<file path="config.mk">
export PLATFORM = sky130hd
export DESIGN_NAME = instr_prefetch_buffer
export DESIGN_NICKNAME = d
export VERILOG_FILES = /design/src/rtl/instr_prefetch_buffer.sv
export SDC_FILE = /design/constraint.sdc
export NUM_CORES = 1
export LEC_CHECK = 0
export CAP_MARGIN = 20
export CORE_MARGIN = 2
export CORE_UTILIZATION = 43
export CTS_CLUSTER_DIAMETER = 150
export CTS_CLUSTER_SIZE = 25
export DETAILED_ROUTE_END_ITERATION = 6
export GPL_TIMING_DRIVEN = 1
export PLACE_DENSITY = 0.69
export SETUP_SLACK_MARGIN = 0.3
export SKIP_CTS_REPAIR_TIMING = 1
export SYNTH_ARGS = -nofsm -noshare
export SYNTH_HDL_FRONTEND = slang
export SYNTH_SLANG_ARGS = --single-unit
</file>
<file path="constraint.sdc">
create_clock -name clk -period 4.35 [get_ports clk]
set_clock_uncertainty 0.1 [all_clocks]
set_input_delay 1.0875 -clock clk [delete_from_list [all_inputs] [get_ports clk]]
set_output_delay 1.0875 -clock clk [all_outputs]
set_load 0.05 [all_outputs]
</file>
<file path="src/rtl/instr_prefetch_buffer.sv">
// Instruction prefetch buffer: fetches words sequentially from memory, one
// request at a time, and queues {pc, word} pairs in a small FIFO for the
// control FSM. A branch redirect flushes the queue and restarts fetching at
// the target. Any response to a request that was already in flight when the
// redirect arrived is dropped.
module instr_prefetch_buffer #(
  parameter int N                = 16,
  parameter int A                = 16,
  parameter int DEPTH            = 4,
  parameter logic [A-1:0] RESET_PC = '0
) (
  input  logic                   clk,
  input  logic                   rst,
  output logic                   mem_req,
  output logic [A-1:0]           mem_addr,
  input  logic                   mem_ack,
  input  logic [N-1:0]           mem_rdata,
  output logic                   instr_valid,
  input  logic                   instr_ready,
  output logic [N-1:0]           instr_data,
  output logic [A-1:0]           instr_pc,
  input  logic                   redirect_valid,
  input  logic [A-1:0]           redirect_pc,
  output logic [$clog2(DEPTH):0] fifo_count
);

  localparam int PW = $clog2(DEPTH);
  localparam int CW = PW + 1;

  typedef enum logic [1:0] {
    IDLE    = 2'd0,
    FETCH   = 2'd1,
    DISCARD = 2'd2
  } state_e;

  state_e         state_q, state_d;
  logic [A-1:0]   fetch_pc_q, fetch_pc_d;
  logic           mem_req_q, mem_req_d;
  logic [A-1:0]   mem_addr_q, mem_addr_d;
  logic [CW-1:0]  count_q, count_d;
  logic [PW-1:0]  wr_ptr_q, wr_ptr_d;
  logic [PW-1:0]  rd_ptr_q, rd_ptr_d;

  logic [A-1:0]   pc_mem   [DEPTH];
  logic [N-1:0]   data_mem [DEPTH];

  logic           push;
  logic           pop;

  // A returned word is kept only for a live (non-discarded) request and only
  // when no redirect is flushing the queue in the same cycle.
  assign push        = (state_q == FETCH) && mem_ack && !redirect_valid;
  // The head is hidden during a redirect so the FSM never consumes a stale entry.
  assign instr_valid = (count_q != '0) && !redirect_valid;
  assign pop         = instr_valid && instr_ready;

  assign mem_req     = mem_req_q;
  assign mem_addr    = mem_addr_q;
  assign fifo_count  = count_q;
  assign instr_pc    = pc_mem[rd_ptr_q];
  assign instr_data  = data_mem[rd_ptr_q];

  // Fetch FSM next state: one outstanding request, request line registered.
  always_comb begin
    state_d    = state_q;
    fetch_pc_d = fetch_pc_q;
    mem_req_d  = mem_req_q;
    mem_addr_d = mem_addr_q;
    case (state_q)
      IDLE: begin
        if ((count_q < CW'(DEPTH)) && !redirect_valid) begin
          mem_req_d  = 1'b1;
          mem_addr_d = fetch_pc_q;
          state_d    = FETCH;
        end
      end
      FETCH: begin
        if (mem_ack) begin
          mem_req_d = 1'b0;
          state_d   = IDLE;
          if (!redirect_valid) begin
            fetch_pc_d = fetch_pc_q + A'(1);
          end
        end else if (redirect_valid) begin
          // Request stays on the bus until acked; its data will be dropped.
          state_d = DISCARD;
        end
      end
      DISCARD: begin
        if (mem_ack) begin
          mem_req_d = 1'b0;
          state_d   = IDLE;
        end
      end
      default: begin
        mem_req_d = 1'b0;
        state_d   = IDLE;
      end
    endcase
    if (redirect_valid) begin
      fetch_pc_d = redirect_pc;
    end
  end

  // FIFO pointer/occupancy next state; a redirect empties the queue outright.
  always_comb begin
    wr_ptr_d = wr_ptr_q;
    rd_ptr_d = rd_ptr_q;
    count_d  = count_q;
    if (redirect_valid) begin
      wr_ptr_d = '0;
      rd_ptr_d = '0;
      count_d  = '0;
    end else begin
      wr_ptr_d = wr_ptr_q + PW'(push);
      rd_ptr_d = rd_ptr_q + PW'(pop);
      count_d  = count_q + CW'(push) - CW'(pop);
    end
  end

  // Control state registers with asynchronous active-low reset.
  always_ff @(posedge clk or negedge rst) begin
    if (!rst) begin
      state_q    <= IDLE;
      fetch_pc_q <= RESET_PC;
      mem_req_q  <= 1'b0;
      mem_addr_q <= RESET_PC;
      count_q    <= '0;
      wr_ptr_q   <= '0;
      rd_ptr_q   <= '0;
    end else begin
      state_q    <= state_d;
      fetch_pc_q <= fetch_pc_d;
      mem_req_q  <= mem_req_d;
      mem_addr_q <= mem_addr_d;
      count_q    <= count_d;
      wr_ptr_q   <= wr_ptr_d;
      rd_ptr_q   <= rd_ptr_d;
    end
  end

  // Queue storage: written on push, contents qualified by count so no reset needed.
  always_ff @(posedge clk) begin
    if (push) begin
      pc_mem[wr_ptr_q]   <= mem_addr_q;
      data_mem[wr_ptr_q] <= mem_rdata;
    end
  end

endmodule

</file>
==> results.txt, run 1 <==
Yosys warnings - 0
sequential area share after synthesis - 73.18%
# rows - 45
dominant cell type by area after synthesis - edfxtp_1
ys async rst share - 24.71%
min Tclk post-route - 3.833 ns
Placed Cells - 632
Clock Sinks - 170
CTS buffer count - 17
multi-input logic area - 1725 um2
Most used DFF post-synth - edfxtp_1
FF/Latch Area - 4896 um2
Reg-to-Reg End - fifo_count[2]
Peak Freq - 260.9 MHz
clock insertion delay at the later pin of the skew report - 0.42 ns
VDD IR-drop max - 0.0003580 V
via count - 3483
all-layer global routing usage - 16.44%
post-synthesis xor/xnor area fraction - 1.964%
Synth Area per Inst - 18.68 um2
Finished Cell Area - 8471 um2
Worst setup EP type - primary output
clock root cell - clkbuf_16
worst hold path type - register to register
clk slew on worst S/H paths - 0.06 ns
largest family of logic cells by synthesized area - multiplexers
initial antenna violation count - 0
placed cell area - 7881 um2
Hold Startpoint - mem_req
EDFF count, synth - 128
power density cells - 603.0 nW/um2
Worst-Margin Slew - 0.9882 ns
CTS tree - done
final setup violation count - 0
Arr. time, crit path - 2.65 ns
Post-Synth Adder-Cell Area - 1.796%
synthesized area - 6689 um2
num ports - 90
Yosys reg bits - 170
final hold violation count - 0
I/O Buffers - 89
Vias/cell - 5.245
maximum clock path buffer count - 2
R2R setup slack - 1.68 ns
R2R Path Start - state_q[1]
Post-Route WL - 12650 um
detailed placement HPWL - 8047 um
non-filler cells, final - 664
nets@finish - 509
layout cells sized above 1 - 19.12%
Worst Path Required - 3.16 ns
antenna-violating nets left - 0
Die Wd - 128.7 um
hold endpoint - mem_req
RSZ-0062 raised after global routing - false
Layout area overhead - 26.64%
DRC violations left - 0
Core ar. - 15200 um2
Synth top cells by count - 128 x edfxtp_1, 42 x dfrtp_1, 32 x mux4_2, 20 x nand2_1, 12 x nor2_1
GP Congestion - 0.7390
setup TNS - 0 ns
nature of the critical path startpoint - register
routed len/inst - 19.04 um
vias in the first global route - 3783
Static Leak - 2.933 nW
DRT iter0 DRCs - 224
worst hold path depth - 2
Layout Utilization - 55.72%
critical path class - register to primary output
pin count of the biggest net entering global routing - 43
first-pass GRT wire length - 20220 um
Final Max Slew Viols - 0
critical path startpoint - rd_ptr_q[0]
post-synthesis compound-gate area fraction - 2.301%
Max-slew headroom - 34.12%
Die Y - 128.7 um
CP Max Fanout - 14
Initial Utilization - 44.00%
Worst Reg-to-Reg Cells - 12
# fillers - 1174
Die Area - 16570 um2
most instantiated library cell after synthesis - edfxtp_1
fin crit share - 88.11%
ANT cells - 0
Detailed Routing Iterations Pass 1 - 7
syn nets - 404
post-synth top area share - 57.46%
Mapped Cells - 358
outcome - finished clean
max-cap viol count - 0
multiplexer share of the synthesized area - 13.62%
dominant cells by area after synthesis - edfxtp_1 57%, dfrtp_1 16%, mux4_2 11%, mux2_1 1.7%, ha_1 1.5%
GR Overflow Total - 0
H-tree levels - 4
simple-gate share of the synthesized area - 5.649%
synth unique cells - 38
[metal layers]
metal	track usage (%)	wire length (um)
met5	0	0
met4	6.138	181
met3	3.950	574
met2	25.93	5968
met1	22.50	5920
[critical path, cell delays in order (launching register included)]
cell             delay [ns]
dfrtp_2                0.72
buf_4                  0.27
mux4_2                 0.52
clkdlybuf4s50_1        0.71
[cell type report]
class,instances,share of cell area [%]
inverters,9,0.3988
multi-input cells,165,20.37
repair buffers,100,11.70
clock buffers,23,5.524
clock inverters,9,1.433
well taps,188,2.777
flip-flops and latches,170,57.80
[metrics by stage]
| step | total power, mW | setup slack (ns) | hold slack (ns) |
|---|---|---|---|
| 2_1_floorplan | 3.125 | 0.9059 | 0.3787 |
| 3_3_place_gp | 3.624 | 0.8613 | 0.4171 |
| 3_5_place_dp | 3.660 | 0.7944 | 0.4397 |
| 4_1_cts | 5.153 | 0.4280 | 0.4534 |
| 5_1_grt | 5.310 | 0.3907 | 0.4728 |
| 6_report | 5.108 | 0.5170 | 0.4490 |
[worst max-delay path by stage]
stage	end	slack (ns)	cells past startpoint
finish	instr_pc[3]	0.52	3
global route	instr_pc[3]	0.39	3
CTS	instr_pc[3]	0.43	3
detailed placement	fifo_count[2]	0.79	11
global placement	fifo_count[2]	0.86	10
floorplan	fifo_count[2]	0.91	10
[cells in the final DEF, fill, tap and decap left out, types with 7 or more instances in the layout]
cell and n:
o21ai_1 8, ha_1 8, inv_1 9, mux4_2 32, nor2_1 11, mux2_1 10, clkdlybuf4s50_1 87, dfrtp_1 41
nand2_1 20, buf_4 10, xnor2_1 8, clkbuf_16 17, xor2_1 7, edfxtp_1 128
[power breakdown]
group	internal [mW]	switching (mW)	total (mW)	leakage, nW
Clock	0.927	0.570	1.50	0.288
Combinational	0.546	0.865	1.41	0.971
Sequential	2.00	0.199	2.20	1.67
Total	3.47	1.63	5.11	2.93
[logic make-up (layout without fill, tap and decap cells)]
family,count (synthesis),count (layout)
mux,49,49
simple gates,65,65
fa+ha+maj,9,9
buf+inv,23,141
xor+xnor,15,15
compound gates,27,27
flops,170,170
[registers in the layout, indices dropped and copies added, names as in the netlist]
name        count
data_mem       64
pc_mem         64
fetch_pc_q     16
mem_addr       16
fifo_count      3
rd_ptr_q        2
state_q         2
wr_ptr_q        2
mem_req         1
(Power assumes the default switching activity.)
==> run 2: changes to the inputs <==
--- a/config.mk
+++ b/config.mk
@@ -6,6 +6,7 @@
 export NUM_CORES = 1
 export LEC_CHECK = 0
 export CAP_MARGIN = 20
+export CORE_ASPECT_RATIO = 2
 export CORE_MARGIN = 2
 export CORE_UTILIZATION = 43
 export CTS_CLUSTER_DIAMETER = 150
==> results.txt, run 2 (synthesis gave the netlist of run 1 again) <==
Layout Utilization - 55.24%
Final Max Slew Viols - 0
num ports - 90
setup TNS - 0 ns
Arr. time, crit path - 2.45 ns
Placed Cells - 639
CTS tree - done
nature of the critical path startpoint - register
Die Area - 16630 um2
critical path class - register to primary output
Worst Hold Margin - 0.4440 ns
vias in the first global route - 3793
Static Leak - 2.912 nW
RSZ-0062 raised after global routing - false
detailed placement HPWL - 8383 um
final setup violation count - 0
Switch Pwr - 1.722 mW
outcome - finished clean
Crit-path slowest cell - clkdlybuf4s50_1
layout cells sized above 1 - 19.45%
most frequent cells in the layout - 128 x edfxtp_1, 87 x clkdlybuf4s50_1, 41 x dfrtp_1
sw frac - 33.93%
commonest non-fill, non-tap cell in the layout - edfxtp_1
clock insertion delay at the later pin of the skew report - 0.42 ns
Initial Utilization - 43.73%
routed len/inst - 18.57 um
Die Wd - 92.19 um
Gate power share - 28.0%
biggest regs - data_mem (64), pc_mem (64)
Clock Sinks - 170
Die Y - 180.4 um
Vias/cell - 5.107
Peak Freq - 274.9 MHz
Detailed Routing Iterations Pass 1 - 4
Worst-Margin Slew - 0.9388 ns
Reg power frac - 43.1%
via count - 3427
final hold violation count - 0
Core ar. - 15290 um2
H-tree levels - 4
VDD IR-drop max - 0.0003939 V
max-cap viol count - 0
Finished Cell Area - 8449 um2
maximum clock path buffer count - 2
CP cell instances - buf_12, mux4_2, clkdlybuf4s50_1
P_int - 3.354 mW
Layout area overhead - 26.32%
all-layer global routing usage - 16.17%
GP Congestion - 0.7104
placed cell area - 7871 um2
GR Overflow Total - 0
clock root cell - clkbuf_16
DRC violations left - 0
# fillers - 1195
pin count of the biggest net entering global routing - 43
ANT cells - 0
Max-slew headroom - 37.42%
Post-Route WL - 12460 um
clk slew on worst S/H paths - 0.07 ns
min Tclk post-route - 3.638 ns
worst hold path type - register to register
Worst Path Required - 3.16 ns
# rows - 64
antenna-violating nets left - 0
Worst setup EP type - primary output
fin crit share - 83.63%
first-pass GRT wire length - 20130 um
clock share of power - 28.9%
CP Max Fanout - 31
non-filler cells, final - 671
nets@finish - 506
DRT iter0 DRCs - 193
initial antenna violation count - 0
power density cells - 600.8 nW/um2
I/O Buffers - 89
critical path's largest stage delay - 0.73 ns
CTS buffer count - 17
run 2: layout make-up:
cell class	count	area [um2]	area share (%)
clock buffer	17	425.4	5.035
multi-input combinational	165	1725	20.42
inverter	9	33.78	0.3998
clock inverter	15	152.6	1.807
tap	198	247.7	2.932
sequential	170	4896	57.94
timing repair buffer	97	968.4	11.46
run 2: power groups by stage:
stage,registers (mW),logic [mW],clock network (mW)
final,2.19,1.42,1.47
after global routing,2.22,1.50,1.56
after CTS,2.19,1.44,1.50
after detailed placement,2.22,1.44,0
after global placement,2.20,1.42,0
after floorplan,2.46,0.668,0
run 2: path summary, 6_finish.rpt:
path | start | end | slack (ns) | depth (start not counted)
max in group asynchronous | rst | rd_ptr_q[0] | 2.80 | 1
min | fetch_pc_q[15] | mem_addr[15] | 0.44 | 1
max reg2reg | state_q[1] | fifo_count[2] | 1.60 | 12
max | rd_ptr_q[0] | instr_pc[9] | 0.71 | 3
min reg2reg | fetch_pc_q[15] | mem_addr[15] | 0.44 | 1
min in group asynchronous | rst | fetch_pc_q[1] | 0.71 | 1
run 2: critical path: cells and delay by family, from the launching register on:
kind                   cells  cell delay [ns]
muxes                      1             0.59
DFF                        1             0.42
buffers and inverters      2             1.01
run 2: layer usage:
layer	GRT usage [%]	share of wire (%)
met5	0	0
met2	30.71	58
met3	3.053	2.7
met4	6.209	1.7
met1	17.29	37
run 2: through the flow:
stage          total power, mW  setup slack [ns]
2_1_floorplan            3.125            0.9059
3_3_place_gp             3.625            0.8203
3_5_place_dp             3.659            0.7101
4_1_cts                  5.128            0.6658
5_1_grt                  5.281            0.6276
6_report                 5.076            0.7122
